File: src/rtl/clkdiv_pkg.sv
// Shared types and helpers for the multi-channel clock divider.
// Counters are held in a 32-bit word; WIDTH (<= 32) bounds the values loaded into them.
package clkdiv_pkg;

    localparam int MAX_W              = 32;
    localparam int CLKDIV_DEFAULT_DIV = 2;

    typedef logic [MAX_W-1:0] word_t;

    typedef struct packed {
        word_t cnt;
        word_t div;
        word_t nxt;
        logic  pend;
    } chan_st_t;

    function automatic int ch_width(input int n);
        return (n > 1) ? $clog2(n) : 1;
    endfunction

    // Length of the high phase: ceil(d/2).
    function automatic word_t half_up(input word_t d);
        return (d >> 1) + word_t'(d[0]);
    endfunction

endpackage

File: src/rtl/clkdiv_chan.sv
// One divider channel: counter, pending-divisor apply, registered tick/clk_out.
// Outputs lag the counter by one clk; a write is only offered to it while no divisor is pending.
module clkdiv_chan
    import clkdiv_pkg::*;
#(
    parameter int WIDTH       = 25,
    parameter int DEFAULT_DIV = CLKDIV_DEFAULT_DIV
)(
    input  logic             i_clk,
    input  logic             i_clr_n,
    input  logic             i_en,
    input  logic             i_wr,
    input  logic [WIDTH-1:0] i_div,
    output logic             o_tick,
    output logic             o_clk_out,
    output logic             o_pend
);

    chan_st_t r_st;
    logic     r_tick;
    logic     r_clk_out;

    word_t    w_div_in;
    word_t    w_cnt_nx;
    logic     w_term;
    logic     w_apply;

    assign w_div_in = (i_div == '0) ? word_t'(1) : word_t'(i_div);
    assign w_term   = i_en && (r_st.cnt == r_st.div - word_t'(1));
    assign w_cnt_nx = w_term ? '0 : r_st.cnt + word_t'(1);
    // A frozen channel has no period to finish, so its pending divisor applies at once.
    assign w_apply  = r_st.pend && (w_term || !i_en);

    always_ff @(posedge i_clk or negedge i_clr_n) begin
        if (!i_clr_n) begin
            r_st      <= '{cnt: '0, div: word_t'(DEFAULT_DIV), nxt: word_t'(DEFAULT_DIV), pend: 1'b0};
            r_tick    <= 1'b0;
            r_clk_out <= 1'b0;
        end else begin
            r_tick <= w_term;
            if (w_apply) begin
                r_st.div  <= r_st.nxt;
                r_st.cnt  <= '0;
                r_st.pend <= 1'b0;
                // Running: the new period opens in its high phase. Frozen: park low.
                r_clk_out <= i_en;
            end else if (i_en) begin
                r_st.cnt  <= w_cnt_nx;
                r_clk_out <= (w_cnt_nx < half_up(r_st.div));
            end
            if (i_wr) begin
                r_st.nxt  <= w_div_in;
                r_st.pend <= 1'b1;
            end
        end
    end

    assign o_tick    = r_tick;
    assign o_clk_out = r_clk_out;
    assign o_pend    = r_st.pend;

endmodule

File: src/rtl/clkdiv_multi.sv
// NCH run-time programmable clock dividers behind one valid/ready config port.
// Outputs are registered (1 clk); cfg_ready drops while the addressed channel holds a pending divisor.
module clkdiv_multi
    import clkdiv_pkg::*;
#(
    parameter  int NCH         = 4,
    parameter  int WIDTH       = 25,
    parameter  int DEFAULT_DIV = CLKDIV_DEFAULT_DIV,
    localparam int CHW         = ch_width(NCH)
)(
    input  logic             i_clk,
    input  logic             i_clr_n,
    input  logic [NCH-1:0]   i_en,
    input  logic             i_cfg_valid,
    output logic             o_cfg_ready,
    input  logic [CHW-1:0]   i_cfg_ch,
    input  logic [WIDTH-1:0] i_cfg_div,
    output logic [NCH-1:0]   o_tick,
    output logic [NCH-1:0]   o_clk_out,
    output logic [NCH-1:0]   o_pend
);

    logic [NCH-1:0] w_pend;
    logic [NCH-1:0] w_sel;
    logic [NCH-1:0] w_wr;
    logic           w_ready;

    // Indices with no channel behind them stay ready, so such writes drain harmlessly.
    always_comb begin
        w_sel   = '0;
        w_ready = 1'b1;
        for (int i = 0; i < NCH; i++) begin
            if (i_cfg_ch == CHW'(i)) begin
                w_sel[i] = 1'b1;
                w_ready  = ~w_pend[i];
            end
        end
    end

    assign w_wr        = w_sel & ~w_pend & {NCH{i_cfg_valid}};
    assign o_cfg_ready = w_ready;
    assign o_pend      = w_pend;

    for (genvar g = 0; g < NCH; g++) begin : g_chan
        clkdiv_chan #(
            .WIDTH       (WIDTH),
            .DEFAULT_DIV (DEFAULT_DIV)
        ) u_chan (
            .i_clk     (i_clk),
            .i_clr_n   (i_clr_n),
            .i_en      (i_en[g]),
            .i_wr      (w_wr[g]),
            .i_div     (i_cfg_div),
            .o_tick    (o_tick[g]),
            .o_clk_out (o_clk_out[g]),
            .o_pend    (w_pend[g])
        );
    end

endmodule

File: config.mk
export PLATFORM = sky130hd
export DESIGN_NAME = clkdiv_multi
export DESIGN_NICKNAME = d
export VERILOG_FILES = /design/src/rtl/clkdiv_pkg.sv /design/src/rtl/clkdiv_chan.sv /design/src/rtl/clkdiv_multi.sv
export SDC_FILE = /design/constraint.sdc
export NUM_CORES = 1
export LEC_CHECK = 0
export ABC_CLOCK_PERIOD_IN_PS = 5530
export CAP_MARGIN = 20
export CORE_MARGIN = 5
export CORE_UTILIZATION = 50
export DETAILED_ROUTE_END_ITERATION = 6
export GPL_TIMING_DRIVEN = 0
export PLACE_DENSITY = 0.66
export SKIP_CTS_REPAIR_TIMING = 1
export SYNTH_ARGS = -nofsm -noshare
export SYNTH_HDL_FRONTEND = slang
export SYNTH_SLANG_ARGS = --single-unit
File: constraint.sdc
create_clock -name i_clk -period 5.53 [get_ports i_clk]
set_clock_uncertainty 0.2 [all_clocks]
set_input_delay 0.553 -clock i_clk [delete_from_list [all_inputs] [get_ports i_clk]]
set_output_delay 0.553 -clock i_clk [all_outputs]
set_load 0.02 [all_outputs]
==> results.sh, run 1 <==
export IMPL_seq_area_sq_um=8520
export IMPL_synth_top_cell_area_share_pct=33.6
export IMPL_cp_slowest_stage_delay_ns=0.55
export IMPL_fin_cells=3530
export IMPL_grt_first_pass_wirelength_um=109000
export IMPL_numPortBuffers=44
export IMPL_end_kind="flop"
export IMPL_synthTopCellsByArea="dfrtp_1, mux2_2, xnor2_1, ha_1, xor2_1"
export IMPL_grt_overflow_total=0
export IMPL_synth_cell_types=93
export IMPL_start_kind="flop"
export IMPL_drtPass1Iterations=6
export IMPL_syn_cell_area_sq_um=24800
export IMPL_multi_input_area_sq_um=15400
export IMPL_hold_violations=0
export IMPL_cap_violations=0
export IMPL_worstMarginPinSlew_ns=1.05
export IMPL_drive_above_1_share_pct=15.3
export IMPL_cp_slowest_cell="or4_4"
export IMPL_synth_cells=2716
export IMPL_synth_edf_count=0
export IMPL_syn_to_final_growth_pct=13.6
export IMPL_p_int_w=0.00676
export IMPL_wl_per_cell_um=19.2
export IMPL_insertion_delay_ns=0.56
export IMPL_ant_nets=0
export IMPL_post_synth_top_area_cell="dfrtp_1"
export IMPL_core_area_sq_um=49000
export IMPL_placed_area_sq_um=26100
export IMPL_row_count=81
export IMPL_relSlewSlack_pct=29.3
export IMPL_p_clk_share_pct=26.3
export IMPL_synth_most_common_cell="dfrtp_1"
export IMPL_cts_tree="done"
export IMPL_worstHoldPathCells=2
export IMPL_finalCritPeriodShare_pct=96.7
export IMPL_ys_warn_count=0
export IMPL_placed_cells=3428
export IMPL_die_area_sq_um=54100
export IMPL_clk_pin_slew_worst_paths_ns=0.06
export IMPL_setup_violations=0
export IMPL_cts_sinks=340
export IMPL_crit_family="simple AND/OR/NAND/NOR gates"
export IMPL_worstPathCellList="buf_2, nor4_4, nand4_4, or2_4, nor3_2, xnor2_1, nand4_1, or4_4, nor2_4, buf_8, nor2_1, ha_1, a21o_1, a21o_1, a21oi_1, o21ai_0, a211oi_1, nor2_1, nor4_4, buf_4, and3_1, a211o_1"
export IMPL_synth_nets=2862
export IMPL_drtIter0Drc=1768
export IMPL_cts_inserted_buffers=40
export IMPL_switching_share_pct=37.8
export IMPL_avgSynthCellArea_sq_um=9.11
export IMPL_gp_congestion=0.917
export IMPL_finalMaxSlewViolations=0
export IMPL_reg2regPathDepth=22
export IMPL_cts_buffer_depth=3
export IMPL_dieHeight_um=233
export IMPL_p_per_area_nw_per_um2=386
export IMPL_cts_root_buf="clkbuf_16"
export IMPL_pwr_share_comb_pct=41.3
export IMPL_synth_seq_cells=340
export IMPL_peakVddDrop_v=0.000235
export IMPL_nNetsFinal=2980
export IMPL_fmax_mhz=187
export IMPL_num_vias=21000
export IMPL_fin_ws_ns=0.185
export IMPL_final_area_sq_um=28100
export IMPL_crit_arrival_ns=5.65
export IMPL_synth_async_sr_flop_share_pct=100
export IMPL_synth_seq_area_share_pct=34.4
export IMPL_fill_cells=4337
export IMPL_power_w=0.0109
export IMPL_path_depth=22
export IMPL_required_ns=5.84
export IMPL_grt_max_degree=112
export IMPL_n_antenna_cell=0
export IMPL_die_x_um=233
export IMPL_period_needed_ns=5.35
export IMPL_cp_max_fo=10
export IMPL_p_leak_nw=11.7
export IMPL_synth_commonest_cells="dfrtp_1, nor2_1, xnor2_1, nand2_1, clkbuf_1"
export IMPL_cts_htree_levels=2
export IMPL_outcome="finished, final reports clean"
export IMPL_ios=47
export IMPL_tns_ns=0
export IMPL_grt_usage_pct=24.5
export IMPL_p_sw_w=0.00411
export IMPL_avgViaCountPerCell=5.96
export IMPL_start_util_pct=50.6
export IMPL_hold_class="flop to flop"
export IMPL_dp_hpwl_um=49700
export IMPL_drc=0
export IMPL_seq_power_share_pct=32.4
export IMPL_critPathKind="flop to flop"
export IMPL_antenna_found_initial=3
export IMPL_synth_flop_cell="dfrtp_1"
export IMPL_rsz0062_at_grt="yes"
export IMPL_worstPathBufferInverterCount=3
export IMPL_totalWireLength_um=67900
export IMPL_dp_slack_ns=-0.784
export IMPL_grt_pass1_vias=20400
-- power by group through the flow --
| stage | sequential (W) | combinational (W) | clock, W |
|---|---|---|---|
| 2_1_floorplan | 0.00338 | 0.00332 | 0 |
| 3_3_place_gp | 0.00351 | 0.00408 | 0 |
| 3_5_place_dp | 0.00352 | 0.00423 | 0 |
| 4_1_cts | 0.00349 | 0.00426 | 0.00291 |
| 5_1_grt | 0.00359 | 0.00497 | 0.00301 |
| 6_report | 0.00352 | 0.00449 | 0.00286 |
-- worst min-delay path, delay by kind of cell (launching register included) --
family	cells	cell delay, ns
compound gates	1	0.06
simple gates	1	0.05
flops	1	0.34
-- layout by cell type, fill, tap and decap left out, drive strengths merged, types with 61 or more instances in the layout --
cell type	synthesis	layout
dfrtp	332	332
nor2	259	259
clkbuf	154	217
mux2	199	199
nand2	183	183
xnor2	182	182
o21ai	157	157
xor2	142	142
nand3	127	127
ha	112	112
buf	66	96
nand4	75	75
a21oi	72	72
o31ai	61	61
-- area by class of cell --
cell class	instances	share of cell area, %
inverter	51	0.681
tap	664	2.95
multi-input combinational	2105	54.8
clock inverter	13	0.836
timing repair buffer	77	2.69
clock buffer	61	4.17
buffer	219	3.61
sequential	340	30.3
-- routing by layer --
metal  wire length [um]  part of all wire, %  track usage, %  vias to the layer above
met4               1790                  2.6            6.74                        0
met5                  0                    0               0                        -
met3               4290                  6.3            3.88                      132
li1                   -                    -               -                     9973
met1              30800                   45            34.6                    10300
met2              31000                   46            39.4                      656
-- per-stage QoR --
step / hold slack (ns) / utilization, %
final: 0.280 / 57.5
after global routing: 0.302 / 57.5
after CTS: -0.239 / 56.3
after detailed placement: 0.272 / 53.4
after global placement: 0.263 / 53.2
after floorplan: 0.0574 / -
-- cells by family after synthesis --
family / synth area share, %
compound gates: 12.2
xor+xnor: 11.5
fa+ha+maj: 5.66
buf+inv: 4.79
flops: 34.4
mux: 10.5
simple gates: 20.9
-- flip-flops by register name, indices dropped and copies added (netlist names) --
name	cells
g_chan.u_chan.o_tick	4
g_chan.u_chan.o_pend	4
g_chan.u_chan.o_clk_out	4
g_chan.u_chan.r_st	328
-- path summary, 6_finish.rpt --
path                                            from  slack (ns)                         end
max in group asynchronous                    i_clr_n        3.08   g_chan[0].u_chan.r_st[33]
setup reg to reg           g_chan[3].u_chan.r_st[35]        0.18  g_chan[3].u_chan.o_clk_out
setup / recovery           g_chan[3].u_chan.r_st[35]        0.18  g_chan[3].u_chan.o_clk_out
hold reg to reg             g_chan[3].u_chan.r_st[1]        0.28    g_chan[3].u_chan.r_st[1]
hold / removal              g_chan[3].u_chan.r_st[1]        0.28    g_chan[3].u_chan.r_st[1]
min in group asynchronous                    i_clr_n        0.32   g_chan[0].u_chan.r_st[89]
Note: power is estimated with default switching activity, not from simulation.
==> run 2: changes to the inputs <==
==> constraint.sdc (replaced) <==
create_clock -name i_clk -period 5.53 [get_ports i_clk]
set_clock_uncertainty 0.2 [all_clocks]
set_input_delay 1.106 -clock i_clk [delete_from_list [all_inputs] [get_ports i_clk]]
set_output_delay 1.106 -clock i_clk [all_outputs]
set_load 0.02 [all_outputs]
==> run 2 against run 1 <==
- global-route usage stayed put
- sequential power hardly changed
- combinational power hardly changed
- via count is 0.13% higher
- routed wire length hardly changed
- non-clock buffer count is 1 lower
- clock power hardly changed
- critical path type unchanged
- largest cell class unchanged
- highest routed layer unchanged
==> results.sh, run 2 (same netlist as run 1, synthesis figures left out) <==
export IMPL_grt_usage_pct=24.5
export IMPL_grt_first_pass_wirelength_um=109000
export IMPL_period_needed_ns=5.37
export IMPL_ant_nets=0
export IMPL_cp_slowest_stage_delay_ns=0.55
export IMPL_met2_usage_pct=39.4
export IMPL_finalMaxSlewViolations=0
export IMPL_antenna_found_initial=3
export IMPL_worstPathCellList="buf_2, nor4_4, nand4_4, or2_4, nor3_2, xnor2_1, nand4_1, or4_4, nor2_4, buf_8, nor2_1, ha_1, a21o_1, a21o_1, a21oi_1, o21ai_0, a211oi_1, nor2_1, nor4_4, buf_4, and3_1, a211o_1"
export IMPL_drtPass1Iterations=5
export IMPL_grt_max_degree=112
export IMPL_rsz0062_at_grt="yes"
export IMPL_totalWireLength_um=67900
export IMPL_multi_input_area_sq_um=15400
export IMPL_use_met1_pct=34.6
export IMPL_num_vias=21100
export IMPL_top_register="g_chan.u_chan.r_st"
export IMPL_start_util_pct=50.6
export IMPL_cts_tree="done"
export IMPL_final_common_cell="dfrtp_1"
export IMPL_r2r_start="g_chan[3].u_chan.r_st[35]"
export IMPL_n_antenna_cell=0
export IMPL_dieHeight_um=233
export IMPL_drive_above_1_share_pct=15.3
export IMPL_p_leak_nw=11.7
export IMPL_start_kind="flop"
export IMPL_setup_violations=0
export IMPL_grt_pass1_vias=20400
export IMPL_grt_overflow_total=0
export IMPL_fin_cells=3529
export IMPL_clk_pin_slew_worst_paths_ns=0.06
export IMPL_placed_cells=3428
export IMPL_cts_htree_levels=2
export IMPL_worstMarginPinSlew_ns=1.01
export IMPL_finalCritPeriodShare_pct=97.0
export IMPL_required_ns=5.84
export IMPL_insertion_delay_ns=0.56
export IMPL_nNetsFinal=2979
export IMPL_end_kind="flop"
export IMPL_avgViaCountPerCell=5.97
export IMPL_outcome="finished, final reports clean"
export IMPL_syn_to_final_growth_pct=13.6
export IMPL_largest_reg_flops=328
export IMPL_ios=47
export IMPL_hold_class="primary input to async pin"
export IMPL_cts_inserted_buffers=40
export IMPL_dp_hpwl_um=49700
export IMPL_critPathKind="flop to flop"
export IMPL_seq_area_sq_um=8520
export IMPL_cts_buffer_depth=3
export IMPL_peakVddDrop_v=0.000233
export IMPL_wl_per_cell_um=19.2
export IMPL_fmax_mhz=186
export IMPL_met3_usage_pct=3.88
export IMPL_cp_slowest_cell="or4_4"
export IMPL_cts_sinks=340
export IMPL_numPortBuffers=44
export IMPL_crit_start="g_chan[3].u_chan.r_st[35]"
export IMPL_cp_max_fo=10
export IMPL_cts_root_buf="clkbuf_16"
export IMPL_row_count=81
export IMPL_cap_violations=0
export IMPL_core_area_sq_um=49000
export IMPL_relSlewSlack_pct=32.1
export IMPL_die_area_sq_um=54100
export IMPL_p_per_area_nw_per_um2=386
export IMPL_drtIter0Drc=1735
export IMPL_die_x_um=233
export IMPL_crit_arrival_ns=5.67
export IMPL_busiest_layer="met2"
export IMPL_gp_congestion=0.917
export IMPL_tns_ns=0
export IMPL_drc=0
export IMPL_fill_cells=4338
export IMPL_hold_violations=0
export IMPL_final_cell_mix="dfrtp_1, nor2_1, xnor2_1"
run 2: area by class of cell:
class	instances	share of cell area [%]
buffer	219	3.61
clock buffer	61	4.17
clock inverter	13	0.837
inverter	51	0.681
multi-input combinational	2105	54.8
sequential	340	30.3
tap	664	2.95
timing repair buffer	76	2.65
run 2: path summary, 6_finish.rpt:
path | end | slack, ns | depth (start not counted)
worst min-delay path | g_chan[0].u_chan.r_st[89] | 0.28 | 1
worst max-delay path | g_chan[3].u_chan.o_clk_out | 0.16 | 22
max in group asynchronous | g_chan[1].u_chan.r_st[2] | 3.11 | 4
min in group i_clk | g_chan[3].u_chan.r_st[1] | 0.28 | 2
worst max register to register | g_chan[3].u_chan.o_clk_out | 0.16 | 22
worst min register to register | g_chan[3].u_chan.r_st[1] | 0.28 | 2
run 2: worst max-delay path: cells and delay by family, from the launching register on:
kind                     cells  cell delay, ns
flip-flops                   1            0.38
buffers and inverters        3            0.53
AND/OR/NAND/NOR             11            2.77
XOR/XNOR                     1            0.23
adder cells (fa/ha/maj)      1            0.30
AO/OA/AOI/OAI                6            0.89
run 2: per-layer routing:
| layer | routed length, um | vias up |
|---|---|---|
| met4 | 1780 | 0 |
| met3 | 4180 | 127 |
| met2 | 31100 | 622 |
| met1 | 30800 | 10400 |
| li1 | - | 9961 |
| met5 | 0 | - |
run 2: metrics by stage:
step / setup slack, ns / hold slack, ns / total power [W] / util [%] / cell area (sq um)
2_1_floorplan: 0.491 / 0.246 / 0.00670 / - / 24800
3_5_place_dp: -0.784 / 0.272 / 0.00775 / 53.4 / 26100
6_report: 0.164 / 0.282 / 0.0109 / 57.4 / 28100
5_1_grt: -0.0589 / 0.302 / 0.0116 / 57.4 / 28100
3_3_place_gp: -12.00 / 0.263 / 0.00759 / 53.2 / 26000
4_1_cts: -0.807 / 0.285 / 0.0107 / 56.3 / 27500
run 2: power by group:
part	internal, W	total, W	switching, W
registers	0.00305	0.00352	0.000469
clock network	0.00175	0.00286	0.00111
logic	0.00196	0.00449	0.00253
==> run 3: changes to the inputs <==
--- a/config.mk
+++ b/config.mk
@@ -11,2 +11,3 @@
 export CORE_UTILIZATION = 50
+export CTS_CLUSTER_DIAMETER = 150
 export DETAILED_ROUTE_END_ITERATION = 6
==> constraint.sdc (replaced) <==
create_clock -name i_clk -period 5.53 [get_ports i_clk]
set_clock_uncertainty 0.2 [all_clocks]
set_input_delay 0.553 -clock i_clk [delete_from_list [all_inputs] [get_ports i_clk]]
set_output_delay 0.553 -clock i_clk [all_outputs]
set_load 0.02 [all_outputs]
==> results of run 3 <==
Final layout, timing and power as in run 1 (identical DEF).
